==> config.mk <==
export PLATFORM = sky130hd
export DESIGN_NAME = loop_arbiter
export DESIGN_NICKNAME = d
export VERILOG_FILES = /design/src/rtl/loop_arbiter_pkg.sv /design/src/rtl/loop_arbiter_pick.sv /design/src/rtl/loop_arbiter.sv
export SDC_FILE = /design/constraint.sdc
export NUM_CORES = 1
export LEC_CHECK = 0
export CAP_MARGIN = 20
export CORE_MARGIN = 5
export CORE_UTILIZATION = 35
export CTS_CLUSTER_DIAMETER = 50
export DETAILED_ROUTE_END_ITERATION = 12
export RECOVER_POWER = 50
export SYNTH_ARGS = -nofsm -noshare
export SYNTH_HDL_FRONTEND = slang
export SYNTH_SLANG_ARGS = --single-unit
==> constraint.sdc <==
create_clock -name i_clk -period 3.3 [get_ports i_clk]
set_clock_uncertainty 0.05 [all_clocks]
set_input_delay 0.66 -clock i_clk [delete_from_list [all_inputs] [get_ports i_clk]]
set_output_delay 0.66 -clock i_clk [all_outputs]
set_load 0.01 [all_outputs]
==> src/rtl/loop_arbiter_pkg.sv <==
// Shared types and helpers for the round-robin loop arbiter: default size,
// pointer width and one-hot encoding.
package loop_arbiter_pkg;

  localparam int N_DEFAULT = 7;
  localparam int MAX_N     = 32;

  function automatic int ptr_w(input int n);
    return (n > 1) ? $clog2(n) : 1;
  endfunction

  function automatic logic [MAX_N-1:0] onehot(input int unsigned idx);
    return MAX_N'(1) << idx;
  endfunction

endpackage

==> src/rtl/loop_arbiter_pick.sv <==
// Combinational rotating-priority picker: first set req bit after i_last, wrapping.
// Zero latency, no state; o_vld low when no request is present.
module loop_arbiter_pick
  import loop_arbiter_pkg::*;
#(
  parameter  int N  = N_DEFAULT,
  localparam int PW = ptr_w(N)
) (
  input  logic [N-1:0]  i_req,
  input  logic [PW-1:0] i_last,
  output logic [PW-1:0] o_idx,
  output logic          o_vld
);

  logic [2*N-1:0] w_dbl;
  logic [2*N-1:0] w_mask;
  logic [2*N-1:0] w_masked;

  assign w_dbl    = {i_req, i_req};
  assign w_masked = w_dbl & w_mask;
  assign o_vld    = |i_req;

  // Masking everything at or below i_last makes the lowest surviving bit of the
  // doubled vector the next requester in ring order.
  always_comb begin
    w_mask = '0;
    o_idx  = '0;
    for (int j = 0; j < 2*N; j++) begin
      w_mask[j] = (j > int'(i_last));
    end
    for (int j = 2*N-1; j >= 0; j--) begin
      if (w_masked[j]) begin
        o_idx = (j >= N) ? PW'(j - N) : PW'(j);
      end
    end
  end

endmodule

==> src/rtl/loop_arbiter.sv <==
// Registered round-robin arbiter, 1-cycle req->grant; i_arb_en holds grant and pointer.
// Optional assertion checker compiled in with LOOP_ARB_CHECK_EN.
module loop_arbiter
  import loop_arbiter_pkg::*;
#(
  parameter  int N  = N_DEFAULT,
  localparam int PW = ptr_w(N)
) (
  input  logic         i_clk,
  input  logic         i_rst,
  input  logic         i_arb_en,
  input  logic [N-1:0] i_req,
  output logic [N-1:0] o_grant
);

  logic [N-1:0]  r_grant;
  logic [PW-1:0] r_last;
  logic [PW-1:0] w_idx;
  logic          w_vld;

  loop_arbiter_pick #(.N(N)) u_pick (
    .i_req  (i_req),
    .i_last (r_last),
    .o_idx  (w_idx),
    .o_vld  (w_vld)
  );

  // Pointer resets to N-1 so requester 0 is searched first.
  always_ff @(posedge i_clk) begin
    if (i_rst) begin
      r_grant <= '0;
      r_last  <= PW'(N - 1);
    end else if (!i_arb_en) begin
      if (w_vld) begin
        r_grant <= N'(onehot(32'(w_idx)));
        r_last  <= w_idx;
      end else begin
        r_grant <= '0;
      end
    end
  end

  assign o_grant = r_grant;

`ifdef LOOP_ARB_CHECK_EN
  a_onehot0 : assert property (@(posedge i_clk) $onehot0(o_grant))
    else $error("loop_arbiter: grant not one-hot/zero: %b", o_grant);

  a_subset : assert property (@(posedge i_clk)
      (!$past(i_rst) && !$past(i_arb_en)) |-> ((o_grant & ~$past(i_req)) == '0))
    else $error("loop_arbiter: grant %b outside previous req", o_grant);

  a_hold : assert property (@(posedge i_clk)
      (!$past(i_rst) && $past(i_arb_en)) |-> $stable(o_grant))
    else $error("loop_arbiter: grant changed during hold");

  a_reset : assert property (@(posedge i_clk) $past(i_rst) |-> (o_grant == '0))
    else $error("loop_arbiter: grant nonzero after reset");
`else
  // Checker compiled out; datapath identical.
`endif

endmodule

======== After elaboration in Yosys (flattened, before gate mapping) ========
Cells that the tools add are included.
cells by class
  $lt $le $gt $ge ......................... 7
  shift operators ......................... 1
  mux-type cells .......................... 15
  bitwise operators ....................... 2
  reductions and logical operators ........ 2
operators with widths
  operator               count
  $mux W3                14
  $and A14 B14 Y14       1
  $gt A3 B3 Y1 const A   4
  $mux W7                1
  $reduce_or A7 Y1       1
  $shl A1 B3 Y7 const A  1
  $gt A2 B3 Y1 const A   2
  $gt A1 B3 Y1 const A   1
  $reduce_and A2 Y1      1
  $not A1 Y1             1
storage, ports and cells
  flip-flop bits (word level) ............. 10
  logic and storage cells ................. 29

======== Depth between registers and ports, before layout ========
Gate-level depths: netlist (run 1).
  depth after elaboration ................. 18
  gate-level depth with buffers ........... 6

======== Modules after synthesis ========
From an unflattened synthesis (run 1), not the netlist that was laid out.
unflattened totals
  cells, all modules ...................... 83
  area total of the unflattened synthesis .. 653.1 sq um
by module, submodules not included
  module             times used  cells each  area an instance (sq um)  seq. area each (sq um)
  loop_arbiter       1           40          386.6                     200.2
  loop_arbiter_pick  1           43          266.5                     0.0

======== Worst setup path before layout (run 1) ========
OpenSTA, ideal clock, no wires.
  path kind ............................... input-to-reg
  from .................................... input port i_req[5]
  to ...................................... register r_grant[5] (netlist: o_grant[5])
  library setup time ...................... 117 ps
  arrival ................................. 1,808 ps
  data required time ...................... 3,133 ps
  setup slack ............................. 1,325 ps
  cell stages on the path ................. 5
  path buffers ............................ 0
  cell sequence ........................... nor3b_1 > o311a_1 > o32a_4 > and2_4 > a32o_1
on the way
  cells in the longest elaborated chain, start to end .. 16
  elaborated cells on any way between the ends .. 17
ends and longest elaborated chain
  what                    RTL line                 RTL
  start: declaration      loop_arbiter.sv:12       input logic [N-1:0] i_req,
  $and A14 B14 Y14        loop_arbiter_pick.sv:20  assign w_masked = w_dbl & w_mask;
  $mux W3 (13 in series)  loop_arbiter_pick.sv:32  if (w_masked[j]) begin
  $shl A1 B3 Y7           loop_arbiter_pkg.sv:13   return MAX_N'(1) << idx;
  $mux W7 *               loop_arbiter.sv:34       if (w_vld) begin
  end signal: assignment  loop_arbiter.sv:35       r_grant <= N'(onehot(32'(w_idx)));
  end: declaration        loop_arbiter.sv:16       logic [N-1:0] r_grant;
Mark *: on every way between the ends. The rest lies on a longest branch, timed or not.
A chain may end at the register's enable or synchronous reset.

======== Final worst setup path (run 1) ========
  from .................................... input port i_req[3]
  to ...................................... register r_grant[5] (netlist: o_grant[5])
on the way
  cells in the longest elaborated chain, start to end .. 14
  elaborated cells on any way between the ends .. 15
ends and longest elaborated chain
  what                    RTL line
  $and A14 B14 Y14        loop_arbiter_pick.sv:20
  $mux W3 (11 in series)  loop_arbiter_pick.sv:32
  $shl A1 B3 Y7           loop_arbiter_pkg.sv:13
  $mux W7 *               loop_arbiter.sv:34
Marked as above.

==> impl_results.md, run 1 <==
* Cell area after synthesis at ~670 um^2
* Post-route ant nets at 0
* R2r setup slk at 1.39 ns
* Synth area leader: dfxtp_1
* Drt pass-1 iters at 4
* Share of cells above drive strength 1 at under 10%
* Hold buffer count at cts at 0
* Syn nets at 90
* Storage element area at around 200 um^2
* Ranking of synthesized cells by area: dfxtp_1 (30%), a32o_1 (6.0%), nor2b_1 (4.7%)
* GR Overflow Total at 0
* Cell count after placement at roughly 120
* Cells after Synth at 80
* Vias in the first global route at approximately 600
* Max Slew Vio Count at 0
* Critical path capture point type: flip-flop
* Worst slew pin tran at roughly 0.5 ns
* Ant. Diodes at 0
* Synthesis-to-layout area growth at 29.05%
* Largest net degree at the start of global routing at 14
* Root buffer cell: clkbuf_4
* TritonCTS buffer count at 3
* Area post-placement at 844.6 um^2
* Peak VDD IR at ~250 uV
* Clk sink count at 10
* Hold WC Path Type: flip-flop to flip-flop
* Die width at 53.82 um
* Row count at 15
* Number of distinct library cells after synthesis at 37
* # H-tree levels at 1
* DP HPWL at about 1.2 mm
* Period utilization at between 70% and 80%
* Post-synth EDFFs at 0
* Postcts setup bufs at 0
* Post-route cell area at ~870 um^2
* FILL cells at 176
* Max transition margin at 66.16%
* Commonest cells post-synth: dfxtp_1 (10), a21oi_1 (5), nand2_1 (5), nor2b_1 (5)
* Critical path startpoint category: input port
* Worst Hold Slack at 0.4007 ns
* Pre-CTS setup slack at just over 0.7 ns
* Footprint of the multi-input gates at 437.9 um^2
* First-pass GRT wire length at around 2.8 mm
* Clock tree buffer depth at 2
* WP data required at 3.41 ns
* Yosys Warn Count at 0
* Final min period at around 2.4 ns
* RSZ-0062 raised after global routing: no
* Max Cap Viol at 0
* Port Buffers at 16
* Pwr per Cell Area at between 300 and 400 mW/mm^2
* Leak at between 0.3 and 0.4 nW
* Resize count post-CTS at 0
* I/O Pins at 17
* Hold Vio Cnt, Final at 0
* Routed vias/inst at around 5.6
* Initial antenna violation count at 0
* Total GRT Usage at about an eighth
* Post-synth top flop: dfxtp_1
* Post-synth ARST share at 0%
* Die height at roughly 54 um
* Syn_area_per_cell at approximately 8.4 um^2
* Synthesis-stage register bit count at 10
* Status: completed
* PnR worst setup slack at 0.8940 ns
* Share of the synthesized area in the top cell type at ~30%
* CTS tree: built
* Critical Path AT at between 2 and 3 ns
* Setup CP Type: input port to flip-flop
* Crit-path max FO at 9
* Final Util at 48.63%
* Final nets at between 100 and 150
* Setup_tns at 0 ns
* Total Routed Length at around 1.6 mm
* Worst-Skew Late Latency at 0.26 ns
* Core Region at about 0.0018 mm^2
* Final setup violation count at 0
* Initial core utilization at a little under two fifths
* Total design power at roughly 0.33 mW
* Via count at roughly 670
* DRC at 0
* Max Fclk at slightly above 0.4 GHz
* Sequential element share of the synthesized area at about 30%
* Final Non-Filler Cells at 120
* Gp weighted congestion at between 0.8 and 0.9
* Die footprint at 0.002896 mm^2
* CTS clk-pin slew, worst paths at ~0.06 ns
* Top-count cell post-synth: dfxtp_1
* WL per Instance at ~13 um
* Initial DRC Count at 17
[layout by cell type, fill, tap and decap left out, types with 2 or more instances in the layout]
master	count
inv_1	4
nor3_1	4
a32o_1	4
a21bo_2	2
dfxtp_1	10
a211oi_1	2
clkbuf_4	3
clkdlybuf4s50_1	8
nand2b_1	2
nor3b_1	2
nor2_1	3
a21oi_1	5
o21a_1	2
o211ai_1	2
dlygate4sd3_1	8
o31ai_1	4
nor2b_1	5
nand2_1	5
[routing by layer]
metal	wire length (um)	vias to the layer above	share of wire [%]	track usage (%)
li1	-	337	-	-
met1	776	318	49	18.36
met2	721	11	45	18.35
met3	78	2	4.9	4.709
met4	11	0	0.69	3.830
met5	0	-	0	0
[state kept, by name (all words and copies together) (netlist names)]
signal	cells
o_grant	7
r_last	3
[worst max-delay path, cell delays in order]
cell and delay, ns:
dlygate4sd3_1 0.64, nor2b_1 0.18, o311a_1 0.29, o32a_4 0.35
and2_4 0.14, a32o_1 0.24
[final cells by class]
| type | count | share of cell area [%] |
|---|---|---|
| clock buffer | 3 | 2.597 |
| multi-input combinational | 62 | 50.51 |
| inverter | 4 | 1.732 |
| timing repair buffer | 16 | 18.47 |
| tap | 25 | 3.608 |
| sequential | 10 | 23.09 |
[path summary, 6_finish.rpt]
kind | from | end | depth (start not counted)
max | i_req[3] | o_grant[5]$_SDFFE_PP0N_ | 6
min | o_grant[1]$_SDFFE_PP0N_ | o_grant[1]$_SDFFE_PP0N_ | 2
max reg2reg | r_last[1]$_SDFFE_PP1P_ | o_grant[5]$_SDFFE_PP0N_ | 5
min reg2reg | o_grant[1]$_SDFFE_PP0N_ | o_grant[1]$_SDFFE_PP0N_ | 2
[report_power, final]
part	leakage (nW)	switching, mW	internal [mW]
clock	0.0138	0.0392	0.0420
sequential	0.0818	0.0129	0.130
combinational	0.243	0.0532	0.0551
[kinds of logic after synthesis]
family | after synthesis | share of synthesized area, %
compound gates | 32 | 39.66
simple gates | 30 | 25.51
flops | 10 | 29.79
buf+inv | 8 | 5.026
Power figures use the tool's default switching activity.
==> run 2, diff against run 1 <==
==> constraint.sdc (replaced) <==
create_clock -name i_clk -period 2.4 [get_ports i_clk]
set_clock_uncertainty 0.05 [all_clocks]
set_input_delay 0.48 -clock i_clk [delete_from_list [all_inputs] [get_ports i_clk]]
set_output_delay 0.48 -clock i_clk [all_outputs]
set_load 0.01 [all_outputs]
==> run 2 against run 1 <==
- total power increased by 50%
- critical path depth stayed put
- worst setup slack worse by 0.66 ns
- die area stayed put
- clock-buffer cell count increased by 1
- sequential share of layout area fell by 0.58 points
- largest cell class unchanged
==> impl_results.md, run 2 (synthesized netlist as in run 1, its figures left out) <==
* Status: completed (unchanged)
* CTS tree: built (unchanged)
* TritonCTS buffer count at 3 (unchanged)
* Hold buffer count at cts at 0 (unchanged)
* RSZ-0062 raised after global routing: no (unchanged)
* Ant. Diodes at 0 (unchanged)
* Vias in the first global route at 631 (was 607)
* Commonest non-fill, non-tap cells in the layout: dfxtp_1 (10), clkdlybuf4s50_1 (9), dlygate4sd3_1 (7) (was dfxtp_1 (10), clkdlybuf4s50_1 (8), dlygate4sd3_1 (8))
* Share of cells above drive strength 1 at 10.20% (was 8.421%)
* Initial antenna violation count at 0 (unchanged)
* Worst slew pin tran at 0.5046 ns (was 0.5065 ns)
* WL per Instance at 13.76 um (was 13.23 um)
* Combinational share of power at 30.2% (was 32.6%)
* Leak at 0.3510 nW (was 0.3383 nW)
* Max transition margin at 66.29% (was 66.16%)
* Core Region at 0.001783 mm^2 (unchanged)
* Period utilization at between 90% and 100%
* Crit-path max FO at 9 (unchanged)
* Worst r2r src: r_last[1]$_SDFFE_PP1P_ (unchanged)
* PnR worst setup slack at 0.2314 ns (was 0.8940 ns)
* Routed vias/inst at 5.553 (was 5.567)
* Part of the power in registers at 39.5% (was 43.0%)
* Max Cap Viol at 0 (unchanged)
* Largest register FFs at 7 (unchanged)
* DP HPWL at 1.272 mm (was 1.218 mm)
* M2 GR Usage at 18.75% (was 18.35%)
* Die footprint at 0.002896 mm^2 (unchanged)
* Max Slew Vio Count at 0 (unchanged)
* Hold Crit Start: o_grant[1]$_SDFFE_PP0N_ (unchanged)
* Post-route cell area at 889.6 um^2 (was 867.1 um^2)
* Largest net degree at the start of global routing at 14 (unchanged)
* Postcts setup bufs at 0 (unchanged)
* Sw Pwr at 0.1495 mW (was 0.1053 mW)
* Post-route ant nets at 0 (unchanged)
* GR Overflow Total at 0 (unchanged)
* Initial DRC Count at 29 (was 17)
* I/O Pins at 17 (unchanged)
* Die height at 53.82 um (unchanged)
* Total GRT Usage at 13.52% (was 13.05%)
* Resize count post-CTS at 0 (unchanged)
* WP data required at 2.52 ns (was 3.41 ns)
* Area post-placement at 859.6 um^2 (was 844.6 um^2)
* Critical Path AT at 2.28 ns (was 2.51 ns)
* Met1 usage in global routing at 18.39% (was 18.36%)
* Worst Hold Slack at 0.3986 ns (was 0.4007 ns)
* Worst-Skew Late Latency at 0.27 ns (was 0.26 ns)
* Drt pass-1 iters at 4 (unchanged)
* Int Pwr at 0.3477 mW (was 0.2272 mW)
* Synthesis-to-layout area growth at 32.40% (was 29.05%)
* Initial core utilization at 37.68% (unchanged)
* Gp weighted congestion at 0.8504 (was 0.8320)
* Peak VDD IR at 381.5 uV (was 251.6 uV)
* DRC at 0 (unchanged)
* Pwr per Cell Area at 558.9 mW/mm^2 (was 383.4 mW/mm^2)
* Hold Vio Cnt, Final at 0 (unchanged)
* Cells on Worst Hold Path at 2 (unchanged)
* Port Buffers at 16 (unchanged)
* Total Routed Length at 1.692 mm (was 1.588 mm)
* Worst R2R End: o_grant[5]$_SDFFE_PP0N_ (unchanged)
* Hold WC Path Type: flip-flop to flip-flop (unchanged)
* Final nets at 109 (was 107)
* Clock tree buffer depth at 2 (unchanged)
* Final setup violation count at 0 (unchanged)
* Setup CP Type: input port to flip-flop (unchanged)
* R2r setup slk at 0.49 ns (was 1.39 ns)
* First-pass GRT wire length at 2.829 mm (was 2.787 mm)
* Most common cell after layout, fill and taps aside: dfxtp_1 (unchanged)
* Via count at 683 (was 668)
* Root buffer cell: clkbuf_4 (unchanged)
* Row count at 15 (unchanged)
* Final min period at roughly 2.2 ns
* # H-tree levels at 1 (unchanged)
* Clk sink count at 10 (unchanged)
* Pre-CTS setup slack at -0.01907 ns (was 0.7056 ns)
* Hold EP: o_grant[1]$_SDFFE_PP0N_ (unchanged)
* Critical path capture point type: flip-flop (unchanged)
* Critical path startpoint category: input port (unchanged)
* Sw frac at 30.07% (was 31.67%)
* R2R depth at 5 (unchanged)
* Die width at 53.82 um (unchanged)
* GRT met3 Usage at 4.986% (was 4.709%)
* Clock share of power at 30.2% (was 24.4%)
* CTS clk-pin slew, worst paths at 0.07 ns (was 0.06 ns)
* FILL cells at 172 (was 176)
* GRT Max-Usage Layer: met2 (was met1)
* Max Fclk at 0.4611 GHz
-- run 2: changes by cell type in the layout (fill, tap and decap cells not counted) --
cell,before,now
buf_4,0,2
clkbuf_8,0,1
clkdlybuf4s50_1,8,9
dlygate4sd3_1,8,7
o22ai_1,0,1
o22ai_2,1,0
-- run 2: worst max-delay path, stage by stage --
cell and delay, ns:
clkdlybuf4s50_1 0.62, or3b_1 0.40, o311ai_0 0.10, o22ai_1 0.23, and2_4 0.21, a32o_1 0.25
-- run 2: worst max path at each step --
stage                  start                 endpoint  slack (ns)
global route        i_req[5]  o_grant[6]$_SDFFE_PP0N_        0.17
finish              i_req[3]  o_grant[5]$_SDFFE_PP0N_        0.23
CTS                 i_req[3]  o_grant[5]$_SDFFE_PP0N_        0.27
floorplan           i_req[5]  o_grant[5]$_SDFFE_PP0N_        0.60
global placement    i_req[3]  o_grant[5]$_SDFFE_PP0N_        0.02
detailed placement  i_req[3]  o_grant[5]$_SDFFE_PP0N_       -0.02
-- run 2: cell type report --
type | count | area (um^2) | area share (%)
clock buffers | 4 | 36.28 | 4.079
inverters | 4 | 15.01 | 1.688
multi-input cells | 62 | 431.7 | 48.52
flip-flops and latches | 10 | 200.2 | 22.50
well taps | 25 | 31.28 | 3.516
repair buffers | 18 | 175.2 | 19.69
-- run 2: power by group through the flow --
stage | clock network [mW] | logic [mW] | registers [mW]
2_1_floorplan | 0 | 0.104 | 0.194
3_3_place_gp | 0 | 0.156 | 0.200
3_5_place_dp | 0 | 0.155 | 0.200
4_1_cts | 0.157 | 0.156 | 0.196
5_1_grt | 0.169 | 0.161 | 0.200
6_report | 0.150 | 0.150 | 0.197
-- run 2: through the flow --
stage / util [%] / instances / power, mW / setup TNS [ns]
after floorplan: - / 80 / 0.2973 / 0
after global placement: 48.21 / 119 / 0.3563 / 0
after detailed placement: 48.21 / 119 / 0.3552 / -0.01907
after CTS: 50.25 / 123 / 0.5088 / 0
after global routing: 49.89 / 123 / 0.5300 / 0
final: 49.89 / 123 / 0.4972 / 0
-- run 2: routing by layer --
metal	vias to the layer above	wire length [um]	part of all wire, %
met5	-	0	0
met4	0	6	0.35
met3	2	93	5.5
met2	25	797	47
met1	311	794	47
li1	345	-	-
